<file path="config.mk">
export PLATFORM = sky130hd
export DESIGN_NAME = alu_issue
export DESIGN_NICKNAME = d
export VERILOG_FILES = /design/src/rtl/alu_issue.sv
export SDC_FILE = /design/constraint.sdc
export NUM_CORES = 1
export LEC_CHECK = 0
export BUFFER_PORTS_ARGS = -buffer_cell sky130_fd_sc_hd__buf_2
export CORE_MARGIN = 1
export CORE_UTILIZATION = 48
export DETAILED_ROUTE_END_ITERATION = 7
export GPL_ROUTABILITY_DRIVEN = 1
export PLACE_DENSITY = 0.91
export SETUP_SLACK_MARGIN = 0.15
export SYNTH_ARGS = -nofsm -noshare
export SYNTH_HDL_FRONTEND = slang
export SYNTH_SLANG_ARGS = --single-unit
</file>
<file path="constraint.sdc">
create_clock -name clk -period 2.05 [get_ports clk]
set_clock_uncertainty 0.2 [all_clocks]
set_input_delay 0.615 -clock clk [delete_from_list [all_inputs] [get_ports clk]]
set_output_delay 0.615 -clock clk [all_outputs]
set_load 0.01 [all_outputs]
</file>
<file path="src/rtl/alu_issue.sv">
// RV32I decode/issue stage feeding the ALU (OP, OP-IMM, LUI, AUIPC) through one output register.
// Define ALU_ISSUE_ILLEGAL_TRAP_EN to issue illegal instructions flagged instead of dropping them.
`ifndef ADD
`define ADD  4'd0
`endif
`ifndef SUB
`define SUB  4'd1
`endif
`ifndef SLL
`define SLL  4'd2
`endif
`ifndef SLT
`define SLT  4'd3
`endif
`ifndef SLTU
`define SLTU 4'd4
`endif
`ifndef XOR
`define XOR  4'd5
`endif
`ifndef SRL
`define SRL  4'd6
`endif
`ifndef SRA
`define SRA  4'd7
`endif
`ifndef OR
`define OR   4'd8
`endif
`ifndef AND
`define AND  4'd9
`endif

module alu_issue #(
    parameter int unsigned XLEN  = 32,
    parameter int unsigned CNT_W = 32
) (
    input  logic             clk,
    input  logic             rst,
    input  logic             in_valid,
    output logic             in_ready,
    input  logic [31:0]      in_instr,
    input  logic [XLEN-1:0]  in_pc,
    output logic [4:0]       rs1_addr,
    output logic [4:0]       rs2_addr,
    input  logic [XLEN-1:0]  rs1_data,
    input  logic [XLEN-1:0]  rs2_data,
    output logic             out_valid,
    input  logic             out_ready,
    output logic [3:0]       op,
    output logic [XLEN-1:0]  d1,
    output logic [XLEN-1:0]  d2,
    output logic [4:0]       rd,
    output logic             wb_en,
    output logic             illegal,
    output logic [CNT_W-1:0] issue_cnt
);

    localparam logic [6:0] OPC_OP     = 7'b0110011;
    localparam logic [6:0] OPC_OP_IMM = 7'b0010011;
    localparam logic [6:0] OPC_LUI    = 7'b0110111;
    localparam logic [6:0] OPC_AUIPC  = 7'b0010111;

    logic [6:0]      opcode;
    logic [2:0]      funct3;
    logic [6:0]      funct7;
    logic [3:0]      dec_op;
    logic [XLEN-1:0] dec_d1, dec_d2;
    logic            dec_legal;

    logic             valid_q, valid_d;
    logic [3:0]       op_q, op_d;
    logic [XLEN-1:0]  d1_q, d1_d, d2_q, d2_d;
    logic [4:0]       rd_q, rd_d;
    logic             wb_en_q, wb_en_d;
    logic [CNT_W-1:0] cnt_q, cnt_d;
    logic             in_hs, out_hs, load;

    assign opcode   = in_instr[6:0];
    assign funct3   = in_instr[14:12];
    assign funct7   = in_instr[31:25];
    assign rs1_addr = in_instr[19:15];
    assign rs2_addr = in_instr[24:20];

    // Illegal encodings fall through with op=ADD, d1=d2=0, which is exactly the trap payload.
    always_comb begin
        dec_op    = `ADD;
        dec_d1    = '0;
        dec_d2    = '0;
        dec_legal = 1'b0;
        unique case (opcode)
            OPC_OP: begin
                if (funct7 == 7'b0000000) begin
                    dec_legal = 1'b1;
                    unique case (funct3)
                        3'b000:  dec_op = `ADD;
                        3'b001:  dec_op = `SLL;
                        3'b010:  dec_op = `SLT;
                        3'b011:  dec_op = `SLTU;
                        3'b100:  dec_op = `XOR;
                        3'b101:  dec_op = `SRL;
                        3'b110:  dec_op = `OR;
                        default: dec_op = `AND;
                    endcase
                end else if (funct7 == 7'b0100000 && funct3 == 3'b000) begin
                    dec_legal = 1'b1;
                    dec_op    = `SUB;
                end else if (funct7 == 7'b0100000 && funct3 == 3'b101) begin
                    dec_legal = 1'b1;
                    dec_op    = `SRA;
                end
                if (dec_legal) begin
                    dec_d1 = rs1_data;
                    dec_d2 = rs2_data;
                end
            end
            OPC_OP_IMM: begin
                unique case (funct3)
                    3'b001: begin
                        dec_legal = (funct7 == 7'b0000000);
                        dec_op    = dec_legal ? `SLL : `ADD;
                    end
                    3'b101: begin
                        dec_legal = (funct7 == 7'b0000000) || (funct7 == 7'b0100000);
                        dec_op    = !dec_legal ? `ADD : (in_instr[30] ? `SRA : `SRL);
                    end
                    3'b000:  begin dec_legal = 1'b1; dec_op = `ADD;  end
                    3'b010:  begin dec_legal = 1'b1; dec_op = `SLT;  end
                    3'b011:  begin dec_legal = 1'b1; dec_op = `SLTU; end
                    3'b100:  begin dec_legal = 1'b1; dec_op = `XOR;  end
                    3'b110:  begin dec_legal = 1'b1; dec_op = `OR;   end
                    default: begin dec_legal = 1'b1; dec_op = `AND;  end
                endcase
                if (dec_legal) begin
                    dec_d1 = rs1_data;
                    if (funct3 == 3'b001 || funct3 == 3'b101)
                        dec_d2 = XLEN'(in_instr[24:20]);
                    else
                        dec_d2 = XLEN'(signed'(in_instr[31:20]));
                end
            end
            OPC_LUI: begin
                dec_legal = 1'b1;
                dec_d2    = XLEN'(signed'({in_instr[31:12], 12'b0}));
            end
            OPC_AUIPC: begin
                dec_legal = 1'b1;
                dec_d1    = in_pc;
                dec_d2    = XLEN'(signed'({in_instr[31:12], 12'b0}));
            end
            default: ;
        endcase
    end

    assign in_ready = !valid_q || out_ready;
    assign in_hs    = in_valid && in_ready;
    assign out_hs   = valid_q && out_ready;
`ifdef ALU_ISSUE_ILLEGAL_TRAP_EN
    assign load = in_hs;
`else
    assign load = in_hs && dec_legal;
`endif

    always_comb begin
        valid_d = valid_q;
        op_d    = op_q;
        d1_d    = d1_q;
        d2_d    = d2_q;
        rd_d    = rd_q;
        wb_en_d = wb_en_q;
        cnt_d   = cnt_q + CNT_W'(out_hs);
        if (load) begin
            valid_d = 1'b1;
            op_d    = dec_op;
            d1_d    = dec_d1;
            d2_d    = dec_d2;
            rd_d    = dec_legal ? in_instr[11:7] : 5'd0;
            wb_en_d = dec_legal && (in_instr[11:7] != 5'd0);
        end else if (out_hs) begin
            valid_d = 1'b0;
        end
    end

    always_ff @(posedge clk or negedge rst) begin
        if (!rst) begin
            valid_q <= 1'b0;
            op_q    <= `ADD;
            d1_q    <= '0;
            d2_q    <= '0;
            rd_q    <= '0;
            wb_en_q <= 1'b0;
            cnt_q   <= '0;
        end else begin
            valid_q <= valid_d;
            op_q    <= op_d;
            d1_q    <= d1_d;
            d2_q    <= d2_d;
            rd_q    <= rd_d;
            wb_en_q <= wb_en_d;
            cnt_q   <= cnt_d;
        end
    end

`ifdef ALU_ISSUE_ILLEGAL_TRAP_EN
    logic illegal_q;
    always_ff @(posedge clk or negedge rst) begin
        if (!rst)
            illegal_q <= 1'b0;
        else if (load)
            illegal_q <= !dec_legal;
    end
    assign illegal = illegal_q;
`else
    assign illegal = 1'b0;
`endif

    assign out_valid = valid_q;
    assign op        = op_q;
    assign d1        = d1_q;
    assign d2        = d2_q;
    assign rd        = rd_q;
    assign wb_en     = wb_en_q;
    assign issue_cnt = cnt_q;

endmodule
</file>
==> results of run 1 <==
==> sequential cells by signal (all words and copies together) (netlist names) <==
register	count
d1	32
d2	32
issue_cnt	32
rd	5
op	4
out_valid	1
wb_en	1
==> metrics by stage <==
stage	total power [mW]	hold slack (ns)
5_1_grt	4.605	0.1892
3_5_place_dp	2.541	0.2773
3_3_place_gp	2.526	0.2579
4_1_cts	4.463	0.1637
2_1_floorplan	2.273	0.1194
6_report	4.480	0.1320
==> how the worst max path moves through the flow <==
| stage | depth (start not counted) | endpoint | slack [ns] | from |
|---|---|---|---|---|
| CTS | 9 | d2[12]$_DFFE_PN0P_ | -0.24 | in_instr[28] |
| global route | 9 | d2[4]$_DFFE_PN0P_ | -0.32 | in_instr[28] |
| global placement | 8 | d2[1]$_DFFE_PN0P_ | -0.61 | in_instr[6] |
| finish | 9 | d2[4]$_DFFE_PN0P_ | -0.29 | in_instr[3] |
| detailed placement | 8 | d2[31]$_DFFE_PN0P_ | -0.65 | in_instr[6] |
| floorplan | 8 | d2[10]$_DFFE_PN0P_ | -0.48 | in_instr[6] |
==> final cells by class <==
type                            count  area (µm²)
Inverter                            4       15.01
Timing Repair Buffer              342        2512
Clock buffer                        9       225.2
Fill cell                         624        2230
Sequential cell                   107        2683
Multi-Input combinational cell    305        3136
Tap cell                          140       175.2
Antenna cell                        1       2.502
Clock inverter                      7       100.1
==> power by group through the flow <==
stage	Combinational, mW	Clock (mW)	Sequential, mW
floorplan	0.108	0	2.16
global placement	0.365	0	2.16
detailed placement	0.379	0	2.16
CTS	0.425	1.92	2.12
global route	0.479	2.01	2.12
finish	0.452	1.91	2.12
==> cell usage in the layout (no fill, tap or decap), types with 3 or more instances in the layout <==
master,netlist,layout
a221o_2,8,8
nor3_1,3,3
a21oi_1,4,4
and2_4,1,3
xor2_1,6,5
o2bb2ai_4,0,8
a221o_1,12,12
a32oi_1,12,10
nand3_1,12,8
nand3_4,0,3
buf_4,15,57
o2bb2ai_2,0,24
a22o_1,6,6
buf_6,4,16
a31oi_1,20,19
inv_1,4,4
dfrtp_1,107,103
nand2_1,23,20
nor2_1,12,11
buf_16,0,10
and4_1,4,4
and3_2,3,3
clkbuf_16,0,14
dfrtp_2,0,4
mux2_4,28,38
xnor2_1,25,23
and3_1,27,25
buf_2,4,239
buf_12,3,13
nand4_1,10,10
a22o_2,6,6
nor4_4,3,4
==> per-layer routing <==
metal	global-route usage [%]	part of all wire, %	vias up
li1	-	-	2373
met4	16.67	4.2	0
met2	57.46	52	359
met5	0	0	-
met1	36.20	36	2701
met3	6.224	7.7	78
==> worst reg2reg max path, cell delays in order, from the launching register on <==
cell,delay (ns)
dfrtp_1,0.42
nand2b_4,0.09
and3_2,0.20
buf_4,0.16
o31ai_4,0.10
buf_6,0.16
buf_12,0.13
buf_16,0.15
o2bb2ai_4,0.13
==> cell families (layout without fill, tap and decap cells) <==
kind of cell	Yosys count	count (layout)	share of synthesized area [%]
other	1	2	0.06735
xor gates and xnor gates	31	31	4.876
buffers and inverters	50	362	6.247
AOI/OAI and AO/OA	114	114	17.57
and+or+nand+nor	117	117	12.76
DFF	107	107	48.09
adders and majority gates	2	2	0.4494
muxes	40	40	9.933
==> timing repair <==
item | in CTS | in global routing
setup endpoints to repair | 77 | 90
setup buffers | 12 | 2
gates resized for setup | 56 | 32
gates cloned | 11 | 5
pin swaps | 5 | 10
==> impl_results.md, run 1 <==
* Critical Path AT at 2.37 ns
* Critical path, cell by cell: buf_2 > nor3b_4 > buf_4 > nand2_4 > nor4_4 > o31a_4 > buf_12 > clkbuf_16 > mux2_4
* DRC at 0
* CTS sink cnt at 107
* Rows at 38
* Starting Density at 50.26%
* Status: complete, but fails checks
* Die W at 109.7 µm
* Placer Congestion at 0.9060
* Synth unique cells at 57
* Share of the synthesized area in the top cell type at 48.09%
* Setup Total Neg Slack at -14.99 ns
* Final HPWL DP at 12.42 mm
* Layout Nets at 903
* CP delay by family, top: simple AND/OR/NAND/NOR gates
* FF-to-FF End: d1[23]$_DFFE_PN0P_
* Worst Reg-to-Reg Cells at 8
* Io pins at 251
* WL per Instance at 22.44 µm
* Final cell count without fillers at 915
* Max Freq at 427.4 MHz
* Buf/Inv on CP at 4
* Drt first-iter violations at 406
* Post-synth EDFFs at 0
* Max Cap Viol at 0
* Largest net degree at the start of global routing at 108
* Crit path required time at 2.08 ns
* Yosys warnings at 0
* Clock Tree Root: clkbuf_16
* Crit path max-delay cell type: nor4_4
* Final min period at 2.340 ns
* Post-synth top cells: dfrtp_1 (107), o2bb2ai_1 (33), mux2_4 (28)
* Slew margin rel. at 51.37%
* # hold bufs at CTS at 0
* TritonRoute pass-1 iters at 5
* Vias in the first global route at 5552
* Total vias in the final route at 5511
* Area delta synth->final at 58.92%
* Post-placement cell count at 868
* Syn Inst Count at 462
* Clock Path Buffers at 2
* Power Internal at 3.419 mW
* Vias/cell at 6.023
* Design Area, Final at 8848 µm²
* First-pass GRT wire length at 28.77 mm
* Yosys reg bits at 107
* CTS tree: yes
* Sw Pwr at 1.061 mW
* Total grt overflow at 0
* RSZ-0062 raised after global routing: yes
* P per Cell Area at 506.3 nW/µm²
* Failing checks: negative setup slack
* Share of cells above drive strength 1 at 63.57%
* Synth area leaders: dfrtp_1 (48%), mux2_4 (7.6%), o2bb2ai_1 (5.2%), xnor2_1 (3.9%), and3_1 (3.0%)
* Clk slew on worst S/H paths at 0.07 ns
* Die height at 109.7 µm
* Die area at 12030 µm²
* Final core occ at 79.87%
* Crit path kind: input port to flip-flop
* Clock power frac at 42.6%
* Static leakage at 4.488 nW
* Reg2Reg Setup Slack at 0.20 ns
* Post-synth ARST share at 100.0%
* Mean Syn Cell Area at 12.05 µm²
* Crit-path max cell delay at 0.31 ns
* Hold Path Class: input port to asynchronous set/reset pin
* Pins Over Slew Limit at 0
* Post-Route WL at 20.53 mm
* Worst-Margin Slew at 0.7262 ns
* Pre-CTS WS at -0.6539 ns
* Syn Nets at 596
* Max FO, Critical Path at 5
* Mapped Area at 5568 µm²
* Worst-Skew Late Latency at 0.35 ns
* Commonest register cell after synthesis: dfrtp_1
* Area after DPL at 7552 µm²
* CP Capture Type: flip-flop
* Hold Vio Cnt, Final at 0
* Yosys top cell by area: dfrtp_1
* Final worst path period share at 114.1%
* Startpoint class of the critical path: input port
* R2R Path Start: out_valid$_DFFE_PN0P_
* CTS buffer count at 9
* Remaining antenna violation count at 0
* Max VDD drop at 0.3796 mV
* Combinational power share at 10.1%
* Post-route setup slack at -0.2896 ns
* All-Layer GR Usage at 32.12%
* # H-tree levels at 3
* Port-buffer cells at 249
* Post-synthesis sequential area ratio at 48.09%
* Core Area at 11080 µm²
* Setup violations, final at 74
* Antenna violations before repair at 1
* Top-count cell post-synth: dfrtp_1
* Sw Ratio at 23.69%
* Sequential share of power at 47.3%
(Power assumes the default switching activity.)
==> run 2, diff against run 1 <==
==> constraint.sdc (replaced) <==
create_clock -name clk -period 2.05 [get_ports clk]
set_clock_uncertainty 0.2 [all_clocks]
set_input_delay 0.3075 -clock clk [delete_from_list [all_inputs] [get_ports clk]]
set_output_delay 0.3075 -clock clk [all_outputs]
set_load 0.01 [all_outputs]
==> impl_results.md, run 2 (same netlist as run 1, synthesis figures left out) <==
* Status: finished clean
* Largest net degree at the start of global routing at 49 (-55%)
* CTS buffer count at 9 (unchanged)
* Starting Density at 50.26% (unchanged)
* Layout Nets at 892 (-1.2%)
* Startpoint class of the critical path: input port
* Area after DPL at 7430 µm² (-1.6%)
* Most common cell after layout, fill and taps aside: buf_2
* Post-placement cell count at 864 (-0.46%)
* CTS sink cnt at 107 (unchanged)
* Worst-Margin Slew at 0.7060 ns (-0.02017 ns)
* Final cell count without fillers at 904 (-1.2%)
* Clk slew on worst S/H paths at 0.07 ns (about the same)
* Max VDD drop at 0.4711 mV (+24%)
* Critical Path AT at 2.00 ns (-0.37 ns)
* Core Area at 11080 µm² (unchanged)
* Design Area, Final at 8234 µm² (-6.9%)
* Static leakage at 4.226 nW (-5.9%)
* Crit path max-delay cell type: nor4_4
* Die area at 12030 µm² (unchanged)
* Crit path required time at 2.09 ns (about the same)
* Max Freq at 510.5 MHz (+19%)
* Reg2Reg Setup Slack at 0.19 ns (about the same)
* WL per Instance at 20.27 µm (-9.6%)
* Die height at 109.7 µm (unchanged)
* Share of cells above drive strength 1 at 61.47% (-2.1 points)
* Vias in the first global route at 5080 (-8.5%)
* Total vias in the final route at 5240 (-4.9%)
* Vias/cell at 5.796 (-3.8%)
* RSZ-0062 raised after global routing: yes
* Design Power at 4.228 mW (-5.6%)
* Worst-Skew Late Latency at 0.35 ns (about the same)
* CP Capture Type: flip-flop
* P per Cell Area at 513.5 nW/µm² (+1.4%)
* Hold Path Class: input port to flip-flop
* Final min period at 1.959 ns (-0.3809 ns)
* Final core occ at 74.33% (-5.5 points)
* Die W at 109.7 µm (unchanged)
* Critical path, cell by cell: buf_6 > nor4_4 > buf_4 > a31o_1 > and2_4 > o31a_4 > clkbuf_16 > mux2_4
* Most frequent cells in the layout: buf_2 (244), dfrtp_1 (103), buf_4 (60)
* Max Cap Viol at 0 (unchanged)
* Area delta synth->final at 47.89%
* Total grt overflow at 0 (unchanged)
* Clock Tree Root: clkbuf_16
* Remaining antenna violation count at 0 (unchanged)
* Rows at 38 (unchanged)
* Final HPWL DP at 12.60 mm (+1.4%)
* First-pass GRT wire length at 25.61 mm (-11%)
* Io pins at 251 (unchanged)
* Placer Congestion at 0.8512 (-6.0%)
* CTS tree: yes
* Pins Over Slew Limit at 0 (unchanged)
* All-Layer GR Usage at 28.24% (-3.9 points)
* Setup violations, final at 0 (-100%)
* # H-tree levels at 3 (unchanged)
* TritonRoute pass-1 iters at 5 (unchanged)
* Slew margin rel. at 52.72% (+1.4 points)
* Clock Path Buffers at 2 (unchanged)
* Final worst path period share at 95.55% (-19 points)
* Hold Vio Cnt, Final at 0 (unchanged)
* Drt first-iter violations at 281 (-31%)
* Max FO, Critical Path at 6 (+1)
* Port-buffer cells at 249 (unchanged)
* Post-Route WL at 18.33 mm (-11%)
* Crit-path max cell delay at 0.30 ns (about the same)
* Crit path kind: input port to flip-flop
* DRC at 0 (unchanged)
* Antenna violations before repair at 2 (+1)
run 2: layout make-up:
type	instances	area [µm²]
Multi-Input combinational cell	305	2917
Antenna cell	1	2.502
Clock inverter	4	33.78
Inverter	4	15.01
Fill cell	761	2844
Tap cell	140	175.2
Timing Repair Buffer	331	2152
Sequential cell	107	2683
Clock buffer	12	256.5
run 2: per-stage QoR:
stage               TNS (ns)  worst slack [ns]  hold slack, ns
floorplan             -5.872           -0.1690         -0.1881
global placement      -16.97           -0.3160         0.03757
detailed placement    -20.01           -0.3711         0.04374
CTS                        0           0.07207        0.001783
global route               0           0.03960         0.01165
finish                     0           0.09131         0.01708
run 2: final timing paths:
| kind | startpoint | end | cells past startpoint |
|---|---|---|---|
| hold reg to reg | issue_cnt[31]$_DFF_PN0_ | issue_cnt[31]$_DFF_PN0_ | 1 |
| setup / recovery | in_instr[28] | d2[5]$_DFFE_PN0P_ | 8 |
| min in group asynchronous | rst | issue_cnt[30]$_DFF_PN0_ | 2 |
| setup reg to reg | issue_cnt[4]$_DFF_PN0_ | issue_cnt[29]$_DFF_PN0_ | 6 |
| max in group asynchronous | rst | d1[26]$_DFFE_PN0P_ | 3 |
| hold / removal | in_instr[9] | rd[2]$_DFFE_PN0P_ | 2 |
run 2: metal layers:
metal | vias up | part of all wire, % | global-route usage (%)
met5 | - | 0 | 0
met4 | 0 | 2.7 | 13.90
met3 | 42 | 7.0 | 5.631
met2 | 279 | 52 | 49.01
met1 | 2573 | 39 | 33.32
li1 | 2346 | - | -
run 2: where the power goes:
part	switching [mW]	internal (mW)	total, mW
registers	0.00443	2.12	2.12
clock network	0.796	0.901	1.70
logic	0.211	0.201	0.412
run 2: critical path: cells and delay by family:
kind / cells / cell delay [ns]
compound gates: 2 / 0.45
buf+inv: 3 / 0.50
mux: 1 / 0.30
simple gates: 2 / 0.45
run 2: timing repair:
item	CTS	global route
endpoints found under the setup margin	75	93
pin swaps	2	4
gates resized for setup	8	44
buffers inserted	1	12
cloned	0	8
endpoints found under the hold margin	23	0
hold buffers	2	0
==> run 3, diff against run 2 <==
--- a/config.mk
+++ b/config.mk
@@ -5,9 +5,10 @@
 export SDC_FILE = /design/constraint.sdc
 export NUM_CORES = 1
 export LEC_CHECK = 0
+export ABC_AREA = 1
 export BUFFER_PORTS_ARGS = -buffer_cell sky130_fd_sc_hd__buf_2
 export CORE_MARGIN = 1
-export CORE_UTILIZATION = 48
+export CORE_UTILIZATION = 49
 export DETAILED_ROUTE_END_ITERATION = 7
 export GPL_ROUTABILITY_DRIVEN = 1
 export PLACE_DENSITY = 0.91
==> impl_results.md, run 3 <==
* Synth unique cells at 29 (-49%)
* FF+latch area at 2678 µm² (-0.19%)
* Setup violations, final at 0 (unchanged)
* Share of the synthesized area in the top cell type at 42.49% (-5.6 points)
* Sw Ratio at 23.81% (-0.10 points)
* Total vias in the final route at 6874 (+31%)
* Syn Inst Count at 880 (+90%)
* Routing usage on met3 at 5.061% (-0.57 points)
* Setup Total Neg Slack at 0 ns (unchanged)
* Sw Pwr at 1.121 mW (+11%)
* Clk slew on worst S/H paths at 0.07 ns (about the same)
* Max VDD drop at 0.4105 mV (-13%)
* Io pins at 251 (unchanged)
* Design Power at 4.706 mW (+11%)
* CTS tree: yes
* Pins Over Slew Limit at 0 (unchanged)
* Most common cell after layout, fill and taps aside: nand2_1
* CTS buffer count at 9 (unchanged)
* Final core occ at 66.79% (-7.5 points)
* Post-synth top cells: nand2_1 (301), nand3_1 (244), dfrtp_1 (107)
* Critical path, cell by cell: inv_1 > nor3_2 > nand2_1 > nor4_1 > nand2_1 > xor2_1
* Static leakage at 4.959 nW (+17%)
* Area of the multi-input gates at 3172 µm² (+8.8%)
* Total grt overflow at 0 (unchanged)
* Area after DPL at 7879 µm² (+6.0%)
* Hold Path Class: input port to flip-flop
* TritonRoute pass-1 iters at 6 (+1)
* Worst-Skew Late Latency at 0.35 ns (about the same)
* Design Area, Final at 8394 µm² (+1.9%)
* Final HPWL DP at 13.66 mm (+8.4%)
* Post-synth EDFFs at 0 (unchanged)
* Clock power frac at 43.7% (+3.6 points)
* Most used routing layer: met2
* Yosys reg bits at 107 (unchanged)
* Die W at 115.4 µm (+5.2%)
* Ant diodes at 0 (-1)
* Vias in the first global route at 6373 (+25%)
* DRC at 0 (unchanged)
* WL per Instance at 14.54 µm (-28%)
* GRT met1 Usage at 35.48% (+2.2 points)
* Commonest register cell after synthesis: dfrtp_1
* # H-tree levels at 3 (unchanged)
* Final min period at 1.958 ns (-0.0004998 ns)
* Yosys top cell by area: dfrtp_1
* Starting Density at 50.13% (-0.13 points)
* Post-Route WL at 18.88 mm (+3.0%)
* Area delta synth->final at 33.22%
* Placer Congestion at 0.9671 (+14%)
* Vias/cell at 5.292 (-8.7%)
* Top-count cell post-synth: nand2_1
* Crit path kind: flip-flop to flip-flop
* Power Internal at 3.586 mW (+11%)
* Startpoint class of the critical path: flip-flop
* CP Capture Type: flip-flop
* Combinational power share at 9.8% (about the same)
* Largest net degree at the start of global routing at 46 (-6.1%)
* Clock Tree Root: clkbuf_16
* Remaining antenna violation count at 0 (unchanged)
* Crit-path max cell delay at 0.47 ns (+0.17 ns)
* Crit path max-delay cell type: dfrtp_1
* Critical Path AT at 2.00 ns (about the same)
* Most frequent cells in the layout: nand2_1 (297), buf_2 (248), nand3_1 (240)
* Die area at 13320 µm² (+11%)
* Port-buffer cells at 249 (unchanged)
* Mean Syn Cell Area at 7.160 µm² (-41%)
* Syn Nets at 1014 (+70%)
* Antenna violations before repair at 0 (-2)
* Fill count at 997 (+31%)
* Yosys warnings at 0 (unchanged)
* Rows at 41 (+7.9%)
* First-pass GRT wire length at 29.68 mm (+16%)
* P per Cell Area at 560.7 nW/µm² (+9.2%)
* Layout Nets at 1256 (+41%)
* RSZ-0062 raised after global routing: yes
* Sequential share of power at 46.4% (-3.7 points)
* Hold Vio Cnt, Final at 0 (unchanged)
* Crit path required time at 2.09 ns (about the same)
* Synth area leaders: dfrtp_1 (42%), nand3_1 (19%), nand2_1 (18%), xor2_1 (3.3%), inv_1 (2.9%)
* Max Freq at 510.7 MHz (about the same)
* Die height at 115.4 µm (+5.2%)
* Post-synthesis sequential area ratio at 42.49% (-5.6 points)
* Share of cells above drive strength 1 at 31.23% (-30 points)
* Drt first-iter violations at 665 (+140%)
* Core Area at 12570 µm² (+13%)
* CTS sink cnt at 107 (unchanged)
* Cell repeated most along the worst path: nand2_1
* Max FO, Critical Path at 5 (-1)
* Post-synth ARST share at 100.0% (unchanged)
* M2 GR Usage at 48.22% (-0.79 points)
* Mapped Area at 6301 µm² (+13%)
* Status: finished clean
* Max Cap Viol at 0 (unchanged)
* Final worst path period share at 95.52% (about the same)
* All-Layer GR Usage at 28.52% (+0.28 points)
* Clock Path Buffers at 2 (unchanged)
-- run 3: changes by cell type after synthesis, moves of 12 or more --
cell / delta
xor2_1: +18
inv_1: +45
o2bb2ai_1: -33
nand3_1: +232
nand2_1: +278
a221o_1: -12
a31oi_1: -20
a32oi_1: -12
and3_1: -27
nor2_1: +24
xnor2_1: -19
mux2_4: -28
-- run 3: final timing paths --
| check | depth (start not counted) | slack [ns] | end | startpoint |
|---|---|---|---|---|
| worst max-delay path | 6 | 0.09 | issue_cnt[30]$_DFF_PN0_ | issue_cnt[16]$_DFF_PN0_ |
| worst min-delay path | 3 | 0.01 | rd[2]$_DFFE_PN0P_ | in_instr[9] |
| worst max register to register | 6 | 0.09 | issue_cnt[30]$_DFF_PN0_ | issue_cnt[16]$_DFF_PN0_ |
| worst min register to register | 2 | 0.27 | op[1]$_DFFE_PN0P_ | op[1]$_DFFE_PN0P_ |
| max in group asynchronous | 3 | 0.82 | d1[8]$_DFFE_PN0P_ | rst |
| min in group asynchronous | 2 | 0.24 | d2[8]$_DFFE_PN0P_ | rst |
-- run 3: power by group through the flow --
stage	clock network (mW)	registers [mW]	logic, mW
after floorplan	0	2.24	0.151
after global placement	0	2.22	0.448
after detailed placement	0	2.22	0.459
after CTS	2.09	2.18	0.465
after global routing	2.16	2.19	0.511
final	2.06	2.18	0.463
-- run 3: timing repair --
| action | CTS | global route |
|---|---|---|
| hold buffers | 2 | 0 |
| gates resized for setup | 5 | 15 |
| hold endpoints to repair | 30 | 0 |
| pin swaps | 8 | 8 |
| buffers inserted | 5 | 3 |
| endpoints found under the setup margin | 9 | 15 |
-- run 3: worst max-delay path, delay by kind of cell, from the launching register on --
family | cells | cell delay (ns)
buffers and inverters | 1 | 0.08
xor gates and xnor gates | 1 | 0.17
and+or+nand+nor | 4 | 0.93
DFF | 1 | 0.47
-- run 3: per-layer routing --
metal / vias up / wire length (µm)
met1: 3130 / 7746
met3: 50 / 1465
li1: 3319 / -
met2: 375 / 9114
met4: 0 / 555
met5: - / 0
-- run 3: layout make-up --
| cell class | instances | area share (%) |
|---|---|---|
| multi-input combinational | 653 | 37.79 |
| sequential | 107 | 31.90 |
| timing repair buffer | 299 | 21.20 |
| clock buffer | 10 | 2.847 |
| tap | 172 | 2.564 |
| inverter | 52 | 2.325 |
| clock inverter | 6 | 1.386 |
-- run 3: through the flow --
| step | setup WS (ns) | cells | hold WS (ns) |
|---|---|---|---|
| after global routing | -0.007046 | 1299 | 0.03578 |
| final | 0.09181 | 1299 | 0.01446 |
| after floorplan | 0.08681 | 880 | -0.1881 |
| after CTS | 0.06673 | 1296 | 0.009178 |
| after global placement | -0.006491 | 1273 | 0.08300 |
| after detailed placement | -0.05372 | 1273 | 0.08760 |
-- run 3: kinds of logic after synthesis --
kind of cell    count (synthesis)  synth area share, %
buf+inv                       120                9.531
flops                         107                42.49
fa+ha+maj                       2               0.3971
xor+xnor                       30                4.170
other cells                     1              0.05951
compound gates                  6               0.5956
simple gates                  614                42.75
